**src/rtl/pong_pkg.sv**
```systemverilog
// Shared encodings for the pong game-flow sequencer and the text overlay.
package pong_pkg;

    localparam int unsigned BCD_W = 4;

    typedef enum logic [1:0] {
        ST_NEWGAME = 2'd0,
        ST_NEWBALL = 2'd1,
        ST_PLAY    = 2'd2,
        ST_OVER    = 2'd3
    } game_state_e;

endpackage

```
**src/rtl/pong_game_ctrl_if.sv**
```systemverilog
// Event inputs and game-status outputs of the pong game-flow sequencer.
interface pong_game_ctrl_if;

    logic                         refr_tick;
    logic                         start;
    logic                         hit;
    logic                         miss;
    pong_pkg::game_state_e        state;
    logic                         ball_en;
    logic                         ball_rst;
    logic                         game_over;
    logic [pong_pkg::BCD_W-1:0]   score_hi;
    logic [pong_pkg::BCD_W-1:0]   score_lo;
    logic [1:0]                   lives;

    // Master drives the events and observes the game status.
    modport master (
        output refr_tick, start, hit, miss,
        input  state, ball_en, ball_rst, game_over, score_hi, score_lo, lives
    );

    // Slave is the sequencer itself.
    modport slave (
        input  refr_tick, start, hit, miss,
        output state, ball_en, ball_rst, game_over, score_hi, score_lo, lives
    );

endinterface

```
**src/rtl/bcd_counter2.sv**
```systemverilog
// Two-digit BCD incrementer: synchronous clear, increment enable, 99 wraps to 00.
module bcd_counter2
    import pong_pkg::*;
(
    input  logic             clk,
    input  logic             reset,
    input  logic             clr,
    input  logic             inc,
    output logic [BCD_W-1:0] hi,
    output logic [BCD_W-1:0] lo
);

    logic [BCD_W-1:0] hi_q;
    logic [BCD_W-1:0] lo_q;

    // Digit registers; clear wins over increment.
    always_ff @(posedge clk or negedge reset) begin
        if (!reset) begin
            hi_q <= '0;
            lo_q <= '0;
        end else if (clr) begin
            hi_q <= '0;
            lo_q <= '0;
        end else if (inc) begin
            if (lo_q == BCD_W'(9)) begin
                lo_q <= '0;
                hi_q <= (hi_q == BCD_W'(9)) ? '0 : hi_q + BCD_W'(1);
            end else begin
                lo_q <= lo_q + BCD_W'(1);
            end
        end
    end

    assign hi = hi_q;
    assign lo = lo_q;

endmodule

```
**src/rtl/pong_game_ctrl.sv**
```systemverilog
// Pong game-flow sequencer: new game, serve delay, play, game over.
module pong_game_ctrl
    import pong_pkg::*;
#(
    parameter int unsigned LIVES        = 3,
    parameter int unsigned SERVE_FRAMES = 120,
    parameter int unsigned OVER_FRAMES  = 180,
    parameter int unsigned TW           = 8
) (
    input  logic             clk,
    input  logic             reset,
    pong_game_ctrl_if.slave  bus
);

    localparam logic [TW-1:0] SERVE_LOAD = TW'(SERVE_FRAMES - 1);
    localparam logic [TW-1:0] OVER_LOAD  = TW'(OVER_FRAMES - 1);
    localparam logic [1:0]    LIVES_LOAD = 2'(LIVES);

    game_state_e   state_q;
    logic [TW-1:0] timer_q;
    logic [1:0]    lives_q;
    logic          start_q;

    logic start_rise;
    logic score_clr;
    logic score_inc;

    assign start_rise = bus.start & ~start_q;
    assign score_clr  = (state_q == ST_NEWGAME) & start_rise;
    // Miss has priority over a coincident hit.
    assign score_inc  = (state_q == ST_PLAY) & bus.hit & ~bus.miss;

    // Game FSM with frame timer, lives counter and start edge register.
    always_ff @(posedge clk or negedge reset) begin
        if (!reset) begin
            state_q <= ST_NEWGAME;
            timer_q <= '0;
            lives_q <= LIVES_LOAD;
            // Reset high so a button held through reset release is not a press.
            start_q <= 1'b1;
        end else begin
            start_q <= bus.start;
            unique case (state_q)
                ST_NEWGAME: begin
                    if (start_rise) begin
                        state_q <= ST_NEWBALL;
                        timer_q <= SERVE_LOAD;
                        lives_q <= LIVES_LOAD;
                    end
                end
                ST_NEWBALL: begin
                    if (bus.refr_tick) begin
                        if (timer_q == '0) begin
                            state_q <= ST_PLAY;
                        end else begin
                            timer_q <= timer_q - TW'(1);
                        end
                    end
                end
                ST_PLAY: begin
                    if (bus.miss) begin
                        lives_q <= lives_q - 2'd1;
                        if (lives_q == 2'd1) begin
                            state_q <= ST_OVER;
                            timer_q <= OVER_LOAD;
                        end else begin
                            state_q <= ST_NEWBALL;
                            timer_q <= SERVE_LOAD;
                        end
                    end
                end
                ST_OVER: begin
                    if (bus.refr_tick) begin
                        if (timer_q == '0) begin
                            state_q <= ST_NEWGAME;
                        end else begin
                            timer_q <= timer_q - TW'(1);
                        end
                    end
                end
                default: state_q <= ST_NEWGAME;
            endcase
        end
    end

    bcd_counter2 u_score (
        .clk   (clk),
        .reset (reset),
        .clr   (score_clr),
        .inc   (score_inc),
        .hi    (bus.score_hi),
        .lo    (bus.score_lo)
    );

    // Outputs decode the registered state only.
    assign bus.state     = state_q;
    assign bus.ball_en   = (state_q == ST_PLAY);
    assign bus.ball_rst  = (state_q != ST_PLAY);
    assign bus.game_over = (state_q == ST_OVER);
    assign bus.lives     = lives_q;

endmodule

```
**src/flat_wrapper.sv**
```systemverilog
// flat-port wrapper written by rule: the top's interface ports become plain ports
module pong_game_ctrl_flat import pong_pkg::*;
#(
    parameter int unsigned LIVES        = 3,
    parameter int unsigned SERVE_FRAMES = 120,
    parameter int unsigned OVER_FRAMES  = 180,
    parameter int unsigned TW           = 8
)
  (clk, reset, bus_refr_tick, bus_start, bus_hit, bus_miss, bus_state, bus_ball_en, bus_ball_rst, bus_game_over, bus_score_hi, bus_score_lo, bus_lives);
  pong_game_ctrl_if bus_i ();
  input  logic clk;
  input  logic reset;
  input wire logic [$bits(bus_i.refr_tick)-1:0] bus_refr_tick;
  input wire logic [$bits(bus_i.start)-1:0] bus_start;
  input wire logic [$bits(bus_i.hit)-1:0] bus_hit;
  input wire logic [$bits(bus_i.miss)-1:0] bus_miss;
  output wire logic [$bits(bus_i.state)-1:0] bus_state;
  output wire logic [$bits(bus_i.ball_en)-1:0] bus_ball_en;
  output wire logic [$bits(bus_i.ball_rst)-1:0] bus_ball_rst;
  output wire logic [$bits(bus_i.game_over)-1:0] bus_game_over;
  output wire logic [$bits(bus_i.score_hi)-1:0] bus_score_hi;
  output wire logic [$bits(bus_i.score_lo)-1:0] bus_score_lo;
  output wire logic [$bits(bus_i.lives)-1:0] bus_lives;
  assign bus_i.refr_tick = bus_refr_tick;
  assign bus_i.start = bus_start;
  assign bus_i.hit = bus_hit;
  assign bus_i.miss = bus_miss;
  assign bus_state = bus_i.state;
  assign bus_ball_en = bus_i.ball_en;
  assign bus_ball_rst = bus_i.ball_rst;
  assign bus_game_over = bus_i.game_over;
  assign bus_score_hi = bus_i.score_hi;
  assign bus_score_lo = bus_i.score_lo;
  assign bus_lives = bus_i.lives;
  pong_game_ctrl #(.LIVES(LIVES), .SERVE_FRAMES(SERVE_FRAMES), .OVER_FRAMES(OVER_FRAMES), .TW(TW)) u_core (.clk(clk), .reset(reset), .bus(bus_i));
endmodule
```
**config.mk**
```make
export PLATFORM = sky130hd
export DESIGN_NAME = pong_game_ctrl_flat
export DESIGN_NICKNAME = d
export VERILOG_FILES = /design/src/rtl/pong_pkg.sv /design/src/rtl/pong_game_ctrl_if.sv /design/src/rtl/bcd_counter2.sv /design/src/rtl/pong_game_ctrl.sv /design/src/flat_wrapper.sv
export SDC_FILE = /design/constraint.sdc
export NUM_CORES = 1
export LEC_CHECK = 0
export CORE_UTILIZATION = 56
export DETAILED_ROUTE_END_ITERATION = 7
export PLACE_DENSITY = 0.94
export SYNTH_ARGS = -nofsm -noshare
export SYNTH_HDL_FRONTEND = slang
export SYNTH_SLANG_ARGS = --single-unit
```
**constraint.sdc**
```tcl
create_clock -name clk -period 5.5 [get_ports clk]
set_input_delay 0.825 -clock clk [delete_from_list [all_inputs] [get_ports clk]]
set_output_delay 0.825 -clock clk [all_outputs]
set_load 0.005 [all_outputs]
```
==> results of run 1 <==
-- registers in the layout, summed over array words and instances, names as in the netlist --
name               flops
u_core.start_q         1
u_core.timer_q         8
u_core.u_score.hi      4
u_core.u_score.lo      4
u_core.bus.state       2
u_core.bus.lives       2
-- layer usage --
metal | vias up | share of wire
li1 | 554 | -
met1 | 560 | 0.42
met2 | 48 | 0.51
met3 | 5 | 0.054
met4 | 0 | 0.015
met5 | - | 0
-- kinds of logic (layout without fill, tap and decap cells) --
logic type | Yosys count | count (layout) | synth area share
buf+inv | 11 | 30 | 0.0336
fa+ha+maj | 6 | 6 | 0.0575
xor+xnor | 4 | 4 | 0.0269
mux | 2 | 2 | 0.0163
flops | 21 | 21 | 0.406
simple gates | 60 | 60 | 0.278
compound gates | 36 | 36 | 0.182
-- placed cells by master (no fill, tap or decap), drive strengths merged, types with 2 or more instances in the layout --
| cell type | Yosys | routed |
|---|---|---|
| clkdlybuf4s50 | 0 | 20 |
| nor2 | 19 | 19 |
| dfrtp | 18 | 18 |
| a21oi | 12 | 12 |
| nand2 | 11 | 11 |
| o21ai | 7 | 7 |
| inv | 6 | 6 |
| ha | 6 | 6 |
| nor3 | 4 | 4 |
| clkbuf | 3 | 4 |
| and2 | 3 | 3 |
| a22oi | 3 | 3 |
| xnor2 | 3 | 3 |
| nand3b | 3 | 3 |
| nand3 | 3 | 3 |
| dfstp | 3 | 3 |
| nor4 | 3 | 3 |
| o211ai | 3 | 3 |
| a221o | 2 | 2 |
| and3b | 2 | 2 |
| o31ai | 2 | 2 |
| a31oi | 2 | 2 |
| or3b | 2 | 2 |
| or4 | 2 | 2 |
-- final cells by class --
type,count,share of cell area
clock buffer,4,0.0170
inverter,6,0.0146
multi-input combinational,108,0.474
sequential,21,0.343
tap,28,0.0227
timing repair buffer,20,0.130
-- final timing paths --
check / startpoint / endpoint / cells past startpoint
max in group asynchronous: reset / u_core.timer_q[5] / 1
min in group asynchronous: reset / u_core.u_score.lo[0] / 1
hold reg to reg: u_core.bus.lives[0] / u_core.bus.lives[0] / 2
setup / recovery: u_core.bus.state[0] / bus_ball_en / 2
setup reg to reg: u_core.timer_q[0] / u_core.timer_q[1] / 6
hold / removal: u_core.bus.lives[0] / u_core.bus.lives[0] / 2
-- where the power goes --
part	leakage, nW	total (W)	switching, W	internal (W)
combinational	0.350	0.000103	0.0000498	0.0000533
clock	0.0150	0.0000746	0.0000463	0.0000284
sequential	0.257	0.000219	0.0000385	0.000181
-- worst max-delay path, delay by kind of cell, from the launching register on --
family	cells	cell delay [ns]
DFF	1	0.62
buffers and inverters	1	0.57
and+or+nand+nor	1	0.42
-- per-stage QoR --
stage,instances,power [W],setup slack (ns)
after floorplan,140,0.000290,3.74
after global placement,183,0.000316,3.03
after detailed placement,183,0.000325,2.95
after CTS,187,0.000400,2.76
after global routing,187,0.000420,2.60
final,187,0.000397,2.74
==> flow_metrics.env, run 1 <==
export IMPL_status="completed"
export IMPL_p_leak_nw=0.622
export IMPL_track_usage=0.250
export IMPL_drv_slew=0
export IMPL_rows=17
export IMPL_grt_busiest_layer="met2"
export IMPL_syn_inst=140
export IMPL_die_h_um=50.3
export IMPL_first_pass_iters=4
export IMPL_area_sequential_um2=529
export IMPL_insertion_delay_ns=0.31
export IMPL_drcViolationCount=0
export IMPL_grt_setup_unrepaired="false"
export IMPL_grt_first_pass_wirelength_um=4750
export IMPL_netlist_area_leader_share=0.345
export IMPL_fin_nets=172
export IMPL_multi_input_area_um2=732
export IMPL_start_util=0.590
export IMPL_drtAntennaViolNets=0
export IMPL_tritoncts="yes"
export IMPL_port_buffers=20
export IMPL_synth_commonest_cells="19 x nor2_1, 18 x dfrtp_1, 12 x a21oi_1"
export IMPL_vdd_ir_drop_max_mv=0.202
export IMPL_gp_congestion=0.860
export IMPL_yosysUniqueCellTypes=45
export IMPL_whs_ns=0.511
export IMPL_slowest_delay_ns=0.62
export IMPL_dpl_cell_area_um2=1520
export IMPL_root_buffer="clkbuf_4"
export IMPL_critPathSlowestCell="dfrtp_1"
export IMPL_syn_num_nets=152
export IMPL_clkTransAtPathRegs_ns=0.11
export IMPL_hold_viol_final=0
export IMPL_fin_crit_ns=2.76
export IMPL_dpl_hpwl_um=2050
export IMPL_utilization=0.699
export IMPL_cp_arrival_ns=1.93
export IMPL_setup_viol=0
export IMPL_num_vias=1167
export IMPL_core_area_um2=2210
export IMPL_start_kind="flop"
export IMPL_grt_use_met2=0.433
export IMPL_cts_buffer_depth=2
export IMPL_p_per_area_nw_per_um2=257
export IMPL_post_cts_setup_buffers=0
export IMPL_htreeDepth=1
export IMPL_antenna_found_initial=0
export IMPL_cts_buffers_inserted=3
export IMPL_area_delta_synth_final_pct=18.4
export IMPL_async_flop_share=1.00
export IMPL_cts_repair_resized=0
export IMPL_ys_ff_latch=21
export IMPL_vias_per_cell=6.24
export IMPL_met3_usage=0.0364
export IMPL_wl_per_cell_um=15.0
export IMPL_worst_pin_slew_ns=0.927
export IMPL_cp_max_fo=21
export IMPL_synthesis_area_um2=1310
export IMPL_fp_dieW_um=50.3
export IMPL_stdcell_area_um2=1550
export IMPL_synth_yosys_seq_area_share=0.406
export IMPL_use_met1=0.311
export IMPL_grt_pass1_vias=1064
export IMPL_die_area_um2=2530
export IMPL_yosysWarnings=0
export IMPL_maxSlewHeadroom=0.380
export IMPL_reg2reg_slack_ns=3.58
export IMPL_cts_hold_buf=0
export IMPL_fin_skew_ns=0.000924
export IMPL_fmax_mhz=363
export IMPL_timing_setup_tns_ns=0
export IMPL_antenna_cells=0
export IMPL_clock_sinks=21
export IMPL_yosysMostFrequentCell="nor2_1"
export IMPL_io_pins=21
export IMPL_drtIter0Drc=37
export IMPL_cp_required_ns=4.68
export IMPL_synth_edf_count=0
export IMPL_cap_violations=0
export IMPL_synth_ff_type="dfrtp_1"
export IMPL_layout_drive_gt1_share=0.0818
export IMPL_nFillCells=174
export IMPL_path_class="reg2out"
export IMPL_period_share=0.501
export IMPL_grt_max_degree=22
export IMPL_synthTopCellsByArea="dfrtp_1 35%, dfstp_2 6.0%, ha_1 5.8%"
export IMPL_synth_area_leader_cell="dfrtp_1"
export IMPL_wirelength_um=2810
export IMPL_synth_area_per_cell_um2=9.32
export IMPL_overflow=0
export IMPL_crit_chain="nor2b_1 > clkdlybuf4s50_1"
export IMPL_end_kind="output port"
export IMPL_hp_class="reg2reg"
(Power assumes the default switching activity.)
==> run 2: changes to the inputs <==
- CORE_UTILIZATION: 56 -> 47
- PLACE_DENSITY: 0.94 -> 0.85
- clock period: 5.5 -> 2.3 ns (I/O delays scaled with it)
==> flow_metrics.env, run 2 (synthesis gave the netlist of run 1 again) <==
export IMPL_status="completed"
export IMPL_grt_max_degree=22
export IMPL_dpl_hpwl_um=2120
export IMPL_fin_skew_ns=0.00832
export IMPL_p_leak_nw=0.642
export IMPL_p_per_area_nw_per_um2=614
export IMPL_vdd_ir_drop_max_mv=0.654
export IMPL_grt_first_pass_wirelength_um=4890
export IMPL_root_buffer="clkbuf_4"
export IMPL_finalPower_w=0.000968
export IMPL_cts_repair_resized=0
export IMPL_timing_setup_tns_ns=0
export IMPL_drtAntennaViolNets=0
export IMPL_wirelength_um=2910
export IMPL_area_delta_synth_final_pct=20.9
export IMPL_overflow=0
export IMPL_drtIter0Drc=19
export IMPL_die_h_um=54.7
export IMPL_tritoncts="yes"
export IMPL_grt_setup_unrepaired="false"
export IMPL_cp_arrival_ns=1.74
export IMPL_drv_slew=0
export IMPL_fin_crit_ns=2.09
export IMPL_wl_per_cell_um=15.1
export IMPL_top_register="u_core.timer_q"
export IMPL_worst_pin_slew_ns=0.394
export IMPL_fmax_mhz=479
export IMPL_antenna_cells=0
export IMPL_rows=18
export IMPL_path_buf_inv=1
export IMPL_nFillCells=219
export IMPL_io_pins=21
export IMPL_period_share=0.908
export IMPL_fin_nets=176
export IMPL_end_kind="output port"
export IMPL_critPathSlowestCell="dfrtp_1"
export IMPL_start_util=0.513
export IMPL_cts_hold_buf=0
export IMPL_track_usage=0.231
export IMPL_core_area_um2=2540
export IMPL_clock_sinks=21
export IMPL_hp_class="in2async"
export IMPL_insertion_delay_ns=0.32
export IMPL_maxSlewHeadroom=0.736
export IMPL_htreeDepth=1
export IMPL_vias_per_cell=5.94
export IMPL_antenna_found_initial=0
export IMPL_crit_chain="nor2b_1 > clkdlybuf4s50_1"
export IMPL_drcViolationCount=0
export IMPL_slowest_delay_ns=0.56
export IMPL_path_class="reg2out"
export IMPL_largest_reg_flops=8
export IMPL_gp_congestion=0.850
export IMPL_cts_buffer_depth=2
export IMPL_cts_buffers_inserted=3
export IMPL_final_cell_mix="20 x clkdlybuf4s50_1, 19 x nor2_1, 18 x dfrtp_1, 12 x a21oi_1, 11 x nand2_1"
export IMPL_post_cts_setup_buffers=0
export IMPL_cp_required_ns=1.96
export IMPL_hold_viol_final=0
export IMPL_port_buffers=20
export IMPL_layout_drive_gt1_share=0.104
export IMPL_fp_dieW_um=54.7
export IMPL_mostFrequentLayoutCell="clkdlybuf4s50_1"
export IMPL_clkTransAtPathRegs_ns=0.13
export IMPL_cp_top_family="flip-flops"
export IMPL_cap_violations=0
export IMPL_start_kind="flop"
export IMPL_die_area_um2=2990
export IMPL_grt_pass1_vias=1096
export IMPL_cp_max_fo=11
export IMPL_setup_viol=0
export IMPL_first_pass_iters=4
export IMPL_num_vias=1147
-- run 2: changes by cell type in the layout (fill, tap and decap cells not counted), sizes merged --
cell,before,now
buf,0,4
-- run 2: worst paths after layout --
path	slack, ns	start	cells past startpoint	end
min	0.36	reset	2	u_core.u_score.lo[3]
min reg2reg	0.52	u_core.bus.lives[1]	2	u_core.bus.lives[1]
max	0.21	u_core.bus.state[1]	2	bus_ball_en
max in group asynchronous	1.66	reset	2	u_core.bus.lives[0]
max reg2reg	0.36	u_core.timer_q[0]	6	u_core.timer_q[1]
min in group clk	0.48	bus_start	1	u_core.start_q
-- run 2: area by class of cell --
type / instances / area [um^2] / area share
clock buffer: 4 / 26.3 / 0.0167
multi-input combinational: 108 / 732 / 0.464
tap: 30 / 37.5 / 0.0238
inverter: 6 / 22.5 / 0.0143
sequential: 21 / 529 / 0.335
timing repair buffer: 24 / 230 / 0.146
-- run 2: worst reg2reg max path, delay by kind of cell, from the launching register on --
family	cells	cell delay, ns
buffers and inverters	1	0.12
and+or+nand+nor	1	0.43
muxes	1	0.34
DFF	1	0.39
adders and majority gates	1	0.22
AOI/OAI and AO/OA	2	0.36
-- run 2: through the flow --
stage	cells	setup WS (ns)	util	hold slack, ns	cell area, um^2
floorplan	140	0.556	-	0.0494	1310
global placement	189	0.424	0.610	0.482	1550
detailed placement	189	0.334	0.610	0.497	1550
CTS	193	0.194	0.620	0.362	1580
global route	193	0.108	0.620	0.373	1580
finish	193	0.212	0.620	0.355	1580
-- run 2: routing by layer --
layer,GRT usage,vias to the layer above,share of wire
met3,0.0611,3,0.037
li1,-,559,-
met2,0.432,26,0.52
met4,0.0598,0,0.0058
met1,0.252,559,0.44
met5,0,-,0
-- run 2: where the power goes --
| group | internal (W) | switching [W] |
|---|---|---|
| clock network | 0.0000680 | 0.000126 |
| logic | 0.000127 | 0.000121 |
| registers | 0.000433 | 0.0000936 |
| total | 0.000628 | 0.000341 |
==> run 3: changes to the inputs <==
- CORE_UTILIZATION: 47 -> 33
- PLACE_DENSITY: 0.85 -> 0.67
==> flow_metrics.env, run 3 (synthesis gave the netlist of run 1 again) <==
export IMPL_path_class="reg2out"
export IMPL_layout_setup_ws_ns=0.261
export IMPL_reg2reg_slack_ns=0.40
export IMPL_clkPwrFrac=0.242
export IMPL_largest_reg_flops=8
export IMPL_worst_r2r_cell_count=6
export IMPL_wirelength_um=3010
export IMPL_status="completed"
export IMPL_stdcell_area_um2=1620
export IMPL_start_util=0.351
export IMPL_p_switching_w=0.000332
export IMPL_r2r_start="u_core.timer_q[0]"
export IMPL_io_pins=21
export IMPL_grt_first_pass_wirelength_um=5200
export IMPL_met3_length_um=120
export IMPL_wl_per_cell_um=14.3
export IMPL_die_area_um2=4210
export IMPL_p_leak_nw=0.650
export IMPL_end_kind="output port"
export IMPL_cts_hold_buf=0
export IMPL_vdd_ir_drop_max_mv=0.539
export IMPL_clkTransAtPathRegs_ns=0.08
export IMPL_cts_repair_resized=0
export IMPL_p_per_area_nw_per_um2=627
export IMPL_slowest_delay_ns=0.56
export IMPL_rows=22
export IMPL_post_cts_setup_buffers=0
export IMPL_core_area_um2=3720
export IMPL_period_share=0.886
export IMPL_drtAntennaViolNets=0
export IMPL_cap_violations=0
export IMPL_cp_max_fo=11
export IMPL_track_usage=0.158
export IMPL_drcViolationCount=0
export IMPL_finalPower_w=0.00102
export IMPL_dpl_cell_area_um2=1570
export IMPL_r2r_end="u_core.timer_q[1]"
export IMPL_nFillCells=373
export IMPL_wl_met1_um=1270
export IMPL_antenna_found_initial=0
export IMPL_top_register="u_core.timer_q"
export IMPL_dpl_hpwl_um=2250
export IMPL_overflow=0
export IMPL_mostFrequentLayoutCell="clkdlybuf4s50_1"
export IMPL_area_sequential_um2=529
export IMPL_setup_viol=0
export IMPL_final_cell_mix="20 x clkdlybuf4s50_1, 19 x nor2_1, 18 x dfrtp_1, 12 x a21oi_1, 11 x nand2_1"
export IMPL_vias_per_cell=5.55
export IMPL_sw_frac_of_total=0.327
export IMPL_cts_buffers_inserted=3
export IMPL_fin_skew_ns=0.00717
export IMPL_fin_crit_ns=2.04
export IMPL_cp_arrival_ns=1.69
export IMPL_insertion_delay_ns=0.26
export IMPL_start_kind="flop"
export IMPL_tritoncts="yes"
export IMPL_crit_chain="nor2b_1 > clkdlybuf4s50_1"
export IMPL_dp_slack_ns=0.328
export IMPL_port_buffers=20
export IMPL_intPower_w=0.000683
export IMPL_drv_slew=0
export IMPL_fmax_mhz=491
export IMPL_route_met2_wl_um=1590
export IMPL_hp_class="in2async"
export IMPL_cp_required_ns=1.96
export IMPL_drtIter0Drc=59
export IMPL_gp_congestion=0.865
export IMPL_timing_setup_tns_ns=0
export IMPL_grt_pass1_vias=1159
export IMPL_multi_input_area_um2=732
export IMPL_antenna_cells=0
export IMPL_die_h_um=64.9
export IMPL_fin_nets=176
export IMPL_fin_cells=211
export IMPL_fp_dieW_um=64.9
export IMPL_cts_buffer_depth=2
export IMPL_area_delta_synth_final_pct=24.1
export IMPL_grt_setup_unrepaired="false"
export IMPL_p_comb_frac=0.240
export IMPL_dp_cells=207
export IMPL_layout_drive_gt1_share=0.104
export IMPL_clock_sinks=21
export IMPL_top_layer="met4"
export IMPL_first_pass_iters=4
export IMPL_num_vias=1171
export IMPL_hold_viol_final=0
export IMPL_maxSlewHeadroom=0.694
export IMPL_critPathSlowestCell="clkdlybuf4s50_1"
export IMPL_root_buffer="clkbuf_8"
export IMPL_grt_max_degree=22
export IMPL_worst_pin_slew_ns=0.455
export IMPL_cp_startpoint="u_core.bus.state[1]"
export IMPL_htreeDepth=1
export IMPL_pwr_share_seq=0.518
[run 3: cell count changes in the layout (fill, tap and decap cells not counted)]
cell      previous run  this run
clkbuf_8             0         3
clkbuf_4             3         0
[run 3: routing by layer]
metal  vias to the layer above  global-route usage
met1                       576               0.182
met2                        32               0.290
met3                         6              0.0370
met5                         -                   0
li1                        557                   -
met4                         0              0.0417
[run 3: how the worst max path moves through the flow]
stage | to | cells past startpoint
final | bus_ball_en | 2
after global routing | bus_ball_en | 2
after CTS | bus_ball_en | 2
after detailed placement | u_core.u_score.hi[3] | 5
after global placement | u_core.u_score.hi[3] | 5
after floorplan | u_core.timer_q[1] | 6
[run 3: layout make-up]
class / count / share of cell area
Multi-Input combinational cell: 108 / 0.452
Sequential cell: 21 / 0.327
Timing Repair Buffer: 24 / 0.142
Tap cell: 48 / 0.0371
Clock buffer: 4 / 0.0278
Inverter: 6 / 0.0139
[run 3: through the flow]
| stage | utilization | hold WS (ns) |
|---|---|---|
| after floorplan | - | 0.0494 |
| after global placement | 0.424 | 0.482 |
| after detailed placement | 0.424 | 0.495 |
| after CTS | 0.436 | 0.433 |
| after global routing | 0.436 | 0.443 |
| final | 0.436 | 0.422 |
[run 3: critical path, delay by kind of cell (launching register included)]
family | cells | cell delay [ns]
flip-flops | 1 | 0.54
AND/OR/NAND/NOR | 1 | 0.33
buffers and inverters | 1 | 0.56
[run 3: power by group through the flow]
stage,combinational (W),clock [W],sequential [W]
4_1_cts,0.000246,0.000257,0.000524
3_5_place_dp,0.000246,0,0.000529
3_3_place_gp,0.000235,0,0.000522
5_1_grt,0.000284,0.000272,0.000538
2_1_floorplan,0.000187,0,0.000507
6_report,0.000244,0.000246,0.000526
